## config.mk

```make
export PLATFORM = sky130hd
export DESIGN_NAME = if_fetch_unit
export DESIGN_NICKNAME = d
export VERILOG_FILES = /design/src/rtl/if_fetch_unit.sv
export SDC_FILE = /design/constraint.sdc
export NUM_CORES = 1
export LEC_CHECK = 0
export CORE_UTILIZATION = 51
export CTS_CLUSTER_SIZE = 14
export DETAILED_ROUTE_END_ITERATION = 10
export PLACE_DENSITY = 0.78
export SLEW_MARGIN = 20
export SYNTH_ARGS = -nofsm -noshare
export SYNTH_HDL_FRONTEND = slang
export SYNTH_SLANG_ARGS = --single-unit
```

## constraint.sdc

```tcl
create_clock -name clk -period 5.8 [get_ports clk]
set_input_delay 1.16 -clock clk [delete_from_list [all_inputs] [get_ports clk]]
set_output_delay 1.16 -clock clk [all_outputs]
set_load 0.02 [all_outputs]
```

## src/rtl/if_fetch_unit.sv

```systemverilog
// Instruction-fetch front end: owns the PC, issues one I_cache read at a time and
// buffers returned {pc,inst} pairs for decode, with redirect handling across a miss.
module if_fetch_unit #(
  parameter logic [31:0] RESET_PC   = 32'h0000_0000,
  parameter int          FIFO_DEPTH = 2,
  parameter logic [31:0] NOP_INST   = 32'h0000_0013
) (
  input  logic        clk,
  input  logic        rst,
  input  logic        redirect_valid,
  input  logic [31:0] redirect_pc,
  input  logic        id_ready,
  output logic        if_valid,
  output logic [31:0] if_pc,
  output logic [31:0] if_inst,
  output logic [31:0] icache_req_addr,
  output logic        icache_req_valid,
  output logic        icache_req_wr,
  input  logic [31:0] icache_req_data,
  input  logic        icache_req_ready
);

  localparam int PW = (FIFO_DEPTH > 1) ? $clog2(FIFO_DEPTH) : 1;
  localparam int CW = PW + 1;

  typedef enum logic [1:0] {
    S_IDLE = 2'd0,
    S_REQ  = 2'd1,
    S_DROP = 2'd2
  } state_t;

  state_t          state_r;
  logic [31:0]     pc_r;
  logic [31:0]     pend_pc_r;
  logic            req_valid_r;
  logic [31:0]     fifo_pc_r   [FIFO_DEPTH];
  logic [31:0]     fifo_inst_r [FIFO_DEPTH];
  logic [PW-1:0]   wr_ptr_r;
  logic [PW-1:0]   rd_ptr_r;
  logic [CW-1:0]   count_r;

  logic [31:0]     target_pc_s;
  logic            push_s;
  logic            pop_s;
  logic            has_entry_s;
  logic            unused_redirect_bits_s;

  assign target_pc_s            = {redirect_pc[31:2], 2'b00};
  assign unused_redirect_bits_s = ^redirect_pc[1:0];
  assign has_entry_s            = (count_r != {CW{1'b0}});
  // Only a clean hit in S_REQ lands in the buffer; a redirect that cycle wins.
  assign push_s                 = (state_r == S_REQ) && icache_req_ready && !redirect_valid;
  assign pop_s                  = has_entry_s && id_ready;

  assign icache_req_addr  = pc_r;
  assign icache_req_valid = req_valid_r;
  assign icache_req_wr    = 1'b0;
  assign if_valid         = has_entry_s;

  // Decode-side view of the buffer head, NOP when empty
  always_comb begin
    if_pc   = 32'h0000_0000;
    if_inst = NOP_INST;
    if (has_entry_s) begin
      if_pc   = fifo_pc_r[rd_ptr_r];
      if_inst = fifo_inst_r[rd_ptr_r];
    end else begin
      if_pc   = 32'h0000_0000;
      if_inst = NOP_INST;
    end
  end

  // Fetch FSM: PC, pending redirect target and the registered request strobe
  always_ff @(posedge clk) begin
    if (rst) begin
      state_r     <= S_IDLE;
      pc_r        <= RESET_PC;
      pend_pc_r   <= RESET_PC;
      req_valid_r <= 1'b0;
    end else begin
      case (state_r)
        S_IDLE: begin
          if (redirect_valid) begin
            pc_r <= target_pc_s;
          end else if (count_r < CW'(FIFO_DEPTH)) begin
            state_r     <= S_REQ;
            req_valid_r <= 1'b1;
          end
        end
        S_REQ: begin
          if (icache_req_ready) begin
            pc_r        <= redirect_valid ? target_pc_s : (pc_r + 32'd4);
            state_r     <= S_IDLE;
            req_valid_r <= 1'b0;
          end else if (redirect_valid) begin
            pend_pc_r <= target_pc_s;
            state_r   <= S_DROP;
          end
        end
        S_DROP: begin
          // The in-flight read must complete before the new target can be issued.
          if (redirect_valid) begin
            pend_pc_r <= target_pc_s;
          end
          if (icache_req_ready) begin
            pc_r        <= redirect_valid ? target_pc_s : pend_pc_r;
            state_r     <= S_IDLE;
            req_valid_r <= 1'b0;
          end
        end
        default: begin
          state_r     <= S_IDLE;
          req_valid_r <= 1'b0;
        end
      endcase
    end
  end

  // Buffer storage written on a clean hit
  always_ff @(posedge clk) begin
    if (push_s) begin
      fifo_pc_r[wr_ptr_r]   <= pc_r;
      fifo_inst_r[wr_ptr_r] <= icache_req_data;
    end
  end

  // Buffer pointers and occupancy; a redirect flush overrides push and pop
  always_ff @(posedge clk) begin
    if (rst || redirect_valid) begin
      wr_ptr_r <= {PW{1'b0}};
      rd_ptr_r <= {PW{1'b0}};
      count_r  <= {CW{1'b0}};
    end else begin
      if (push_s) begin
        wr_ptr_r <= wr_ptr_r + PW'(1);
      end
      if (pop_s) begin
        rd_ptr_r <= rd_ptr_r + PW'(1);
      end
      case ({push_s, pop_s})
        2'b10:   count_r <= count_r + CW'(1);
        2'b01:   count_r <= count_r - CW'(1);
        default: count_r <= count_r;
      endcase
    end
  end

endmodule

```

Word level (Yosys, flattened, before mapping). Memory sizes are Yosys's and may differ from the RTL's. A register that Yosys moved wholly into a read port is not among the register bits. Index checks and enable logic that the tools add are counted.

Add/subtract/negate cells: 5. $mul: 0. Div/mod/pow operators: 0. Magnitude comparators: 1. Eq/ne operators: 12. Shift operators: 0. Multiplexer cells: 27. Bitwise gates (word level): 0. Reductions and logical operators: 15.

Operators by type and width (count): 32-bit two-way mux (8); 32-bit one-hot mux with 3 select lines (1); 32-bit one-hot mux with 2 select lines (1); 32-bit by 3-bit adder with 32-bit output (second input constant) (1); 2-bit inequality test (second input constant) (6); 2-bit two-way mux (5); 1-bit two-way mux (9); 4-bit AND reduction (2); 2-bit one-hot mux with 3 select lines (1); 2-bit nonzero test (3); 2-bit by 1-bit == test with 1-bit output (second input constant) (2); 2-bit == test (second input constant) (2); 2-bit one-hot mux with 2 select lines (1); 1-bit logical AND (3); 3-bit inequality test (second input constant) (1); 3-bit AND reduction (1); 3-bit nonzero test (1); 1-bit adder (second input constant) (2); 2-bit by 1-bit adder with 2-bit output (second input constant) (1); 2-bit zero test (1); 2-bit less-than comparator (second input constant) (1); 2-bit by 1-bit inequality test with 1-bit output (second input constant) (1); 1-bit one-hot mux with 2 select lines (1); 2-bit AND reduction (1); 4 further kinds (4).

Flip-flop bits (word level): 71. Bits in latches: 0. Bits in writable memories: 128. Bits in read-only memories: 0. Bits of input ports: 69. Output and inout port bits: 99. Memories kept: 2.

Memories: fifo_inst_r (words 2, bits a word 32, rd ports 1, clocked after Yosys merged registers in 1, write ports 1, RTL line 37) `logic [31:0] fifo_inst_r [FIFO_DEPTH];`; fifo_pc_r (words 2, bits a word 32, rd ports 1, clocked after Yosys merged registers in 1, write ports 1, RTL line 36) `logic [31:0] fifo_pc_r [FIFO_DEPTH];`.

Longest topological paths before layout.
Depth in word-level cells: 5. Depth in mapped cells: 11.

Worst setup path before layout. No wires, ideal clock.

Path kind: in2reg. Start point: input port redirect_valid. End point: memory fifo_inst_r[0][0], enable pin. Library setup time: 0.486 ns. Arrival: 4.717 ns. Required time: 5.314 ns. Slack: 0.597 ns. Stages: 6. Path buffers: 3. Path through: clkbuf_1 > clkbuf_1 > clkbuf_1 > nor2_1 > nand2_1 > nor2_1.

Longest elaborated chain between the ends: 4.

Ends and longest elaborated chain: start, declared (RTL line 10) `input logic redirect_valid,`; 1-bit zero test (RTL line 52) `assign push_s = (state_r == S_REQ) && icache_req_ready && !redirect_valid;`; 1-bit logical AND (RTL line 52); 1-bit two-way mux (RTL line 121) `if (push_s) begin`; 1-bit two-way mux (implied by the code) (RTL line 123) `fifo_inst_r[wr_ptr_r] <= icache_req_data;`; end, declared (RTL line 37).

No other way between the ends.

Final worst setup path.
Start point: register count_r[1]. End point: output port if_pc[31].

Longest elaborated chain between the ends: 2.

Ends and longest elaborated chain: start, declared (RTL line 40) `logic [CW-1:0] count_r;`; start signal, assigned (RTL line 132) `count_r <= {CW{1'b0}};`; start signal, assigned (RTL line 141) `2'b10: count_r <= count_r + CW'(1);`; start signal, assigned (RTL line 142) `2'b01: count_r <= count_r - CW'(1);`; 2-bit nonzero test (RTL line 50) `assign has_entry_s = (count_r != {CW{1'b0}});`; 32-bit two-way mux (RTL line 64) `if (has_entry_s) begin`; end, declared (RTL line 14) `output logic [31:0] if_pc,`.

No other way between the ends.

==> out/metrics.csv <==
metric,value,unit
Final min period,3.689,ns
Routability Congestion,0.8374,
number of enable flip-flop cells after synthesis,128,
YS warnings,0,
multiplexer share of the synthesized area,7.555,%
Nets,1020,
Worst setup startpoint,count_r[1],
Synth Area in Simple Gates,14.53,%
r2r setup slk,2.81,ns
share of cells above drive strength 1,6.061,%
Clock transition at path regs,0.07,ns
Crit Path Class,flip-flop to output port,
Critical Path Source Type,flip-flop,
number of fill cells,1305,
initial antenna violation count,0,
starting density of the core,52.97,%
CTS hold repair buffers,0,
Worst Tran Pin Value,1.010,ns
post_cts resized,0,
met1 Use GR,32.61,%
Rows,47,
MaxCap Viol Count,0,
io pins,168,
core area,16760,µm²
setup ws final,2.111,ns
pin count of the biggest net entering global routing,65,
total number of vias,6736,
post-route ant nets,0,
relative slew slack,32.28,%
DR DRC count,0,
most frequently used flop master after synthesis,edfxtp_1,
Yosys reg bits,200,
remaining global-route overflow,0,
worst path required time,4.64,ns
vias per cell,5.723,
RSZ-0062 raised after global routing,no,
met3 usage,4.951,%
critical path data arrival time,2.53,ns
clock net sink count,200,
global routing's busiest layer,met2,
Mapped Cells,809,
IO buf count,164,
total track usage,23.90,%
setup TNS,0,ns
routed length per instance,17.76,µm
first-pass GRT wire length,33.01,mm
footprint of the multi-input gates,3352,µm²
clock buffer count from CTS,17,
Crit Reg-Reg Endpoint,fifo_inst_r[1][21],
drt pass-1 iters,5,
Max Root-Sink Buffers,2,
CTS tree,done,
Max Clock Skew,0.009704,ns
Synth Area in Compound Gates,13.12,%
Static Leak,0.003682,µW
status,completed,
Pwr Density,323.2,nW/µm²
share of the synthesized area in the top cell type,43.30,%
most frequent cells in the layout,"162 x clkdlybuf4s50_1, 128 x edfxtp_1, 95 x nor2_1, 94 x nand2_1, 71 x dfxtp_1",
die outline width,133.9,µm
largest family of logic cells by synthesized area,simple AND/OR/NAND/NOR gates,
Critical Path End Type,output port,
class of the worst hold path,flip-flop to flip-flop,
final wirelength,20.90,mm
Synth area leaders,"edfxtp_1 43%, dfxtp_1 16%, mux2i_1 7.6%",
setup violators final,0,
Mapped Area,8877,µm²
Worst-Skew Late Latency,0.44,ns
Synth Net Count,884,
"commonest non-fill, non-tap cell in the layout",clkdlybuf4s50_1,
Yosys top cell by area,edfxtp_1,
max frequency,0.2711,GHz
area added between synthesis and finish,27.65,%
vias in the first global route,6182,
xor and xnor area share after synthesis,1.381,%
"worst slack, placed",2.066,ns
Die ar.,17940,µm²
hold path start,pend_pc_r[18],
post-synthesis sequential area ratio,59.53,%
count of different cell masters after synthesis,62,
period utilization,63.60,%
CTS H-tree lvls,4,
Post-synth ARST share,0,%
met2 Resource Use GR,37.48,%
Syn Area/Cell,10.97,µm²
Worst Path Max Fanout,34,
final hold violations,0,
ant diodes,0,
Root Buffer,clkbuf_16,
FF-to-FF path depth,6,
drt first-iter violations,451,
FF/Latch Area,5289,µm²
total setup buffers inserted after CTS,0,
Post-Synth Adder-Cell Area,0.8457,%
worst reg2reg startpoint,state_r[1],
Max VDD drop,0.0002289,V
Final Max Slew Viols,0,
post-DP HPWL,14.15,mm
Die H,133.9,µm
end of the critical path,if_pc[31],
==> where the power goes <==
part | switching (µW) | internal, µW
logic | 388 | 285
clock network | 521 | 727
registers | 117 | 1620
total | 1030 | 2640
==> critical path: stages (launching register included) <==
cell,delay [ns]
dfxtp_1,0.39
nor2_4,0.53
buf_4,0.47
nor2_1,0.11
clkdlybuf4s50_1,0.59
==> synthesized netlist by cell type, types with 3 or more instances <==
| cell | n |
|---|---|
| inv_1 | 10 |
| nand3_1 | 15 |
| o22ai_1 | 3 |
| or2_2 | 3 |
| nand2b_1 | 5 |
| a22o_1 | 14 |
| and3b_1 | 6 |
| a221o_1 | 6 |
| and4_1 | 4 |
| and3_1 | 5 |
| o21ai_0 | 23 |
| a21oi_1 | 56 |
| o21a_1 | 8 |
| and2_1 | 9 |
| xor2_1 | 4 |
| nand4_1 | 10 |
| nor4_1 | 4 |
| o211ai_1 | 5 |
| buf_1 | 5 |
| a311oi_1 | 6 |
| a31oi_1 | 7 |
| clkbuf_1 | 51 |
| a211oi_1 | 7 |
| nor3_1 | 19 |
| ha_1 | 6 |
| a41oi_1 | 3 |
| mux2i_1 | 67 |
| a221oi_1 | 11 |
| nor2_1 | 97 |
| a22oi_1 | 3 |
| nand2_1 | 94 |
| dfxtp_1 | 72 |
| edfxtp_1 | 128 |
| xnor2_1 | 10 |
==> per-layer routing <==
| layer | routed length, µm | vias to the layer above |
|---|---|---|
| li1 | - | 3248 |
| met1 | 9177 | 3234 |
| met2 | 9934 | 226 |
| met3 | 1367 | 28 |
| met4 | 425 | 0 |
| met5 | 0 | - |
==> state kept, by name, summed over array words and instances (netlist names), 2 cells and up, named ones only <==
signal,cells
fifo_inst_r,64
fifo_pc_r,64
icache_req_addr,32
pend_pc_r,32
count_r,2
state_r,2
==> logic make-up after synthesis <==
group | after synthesis
other | 1
adder cells (fa/ha/maj) | 6
buffers and inverters | 69
XOR/XNOR | 14
AND/OR/NAND/NOR | 281
flip-flops | 200
multiplexers | 67
AO/OA/AOI/OAI | 171
==> worst min-delay path by stage <==
| stage | depth (start not counted) | slack (ns) | to |
|---|---|---|---|
| after floorplan | 2 | 0.43 | pend_pc_r[14] |
| after global placement | 2 | 0.44 | pend_pc_r[23] |
| after detailed placement | 2 | 0.44 | pend_pc_r[18] |
| after CTS | 2 | 0.45 | pend_pc_r[18] |
| after global routing | 2 | 0.47 | pend_pc_r[18] |
| final | 2 | 0.45 | pend_pc_r[18] |
==> cell type report <==
class                   instances  share of cell area, %
clock buffers                  18                  3.787
clock inverters                13                  1.722
inverters                      10                 0.3312
multi-input cells             540                  29.58
flip-flops and latches        200                  46.67
well taps                     220                  2.429
repair buffers                176                  15.48
==> per-stage QoR <==
step	util, %	hold WS (ns)	total power [µW]	area [µm²]	std cells
finish	67.61	0.4538	3662	11330	1177
global route	67.61	0.4697	3812	11330	1177
CTS	67.45	0.4519	3670	11300	1176
detailed placement	63.73	0.4423	2438	10680	1145
global placement	63.73	0.4376	2421	10680	1145
floorplan	-	0.4320	2139	8877	809
Note: power is estimated with default switching activity, not from simulation.
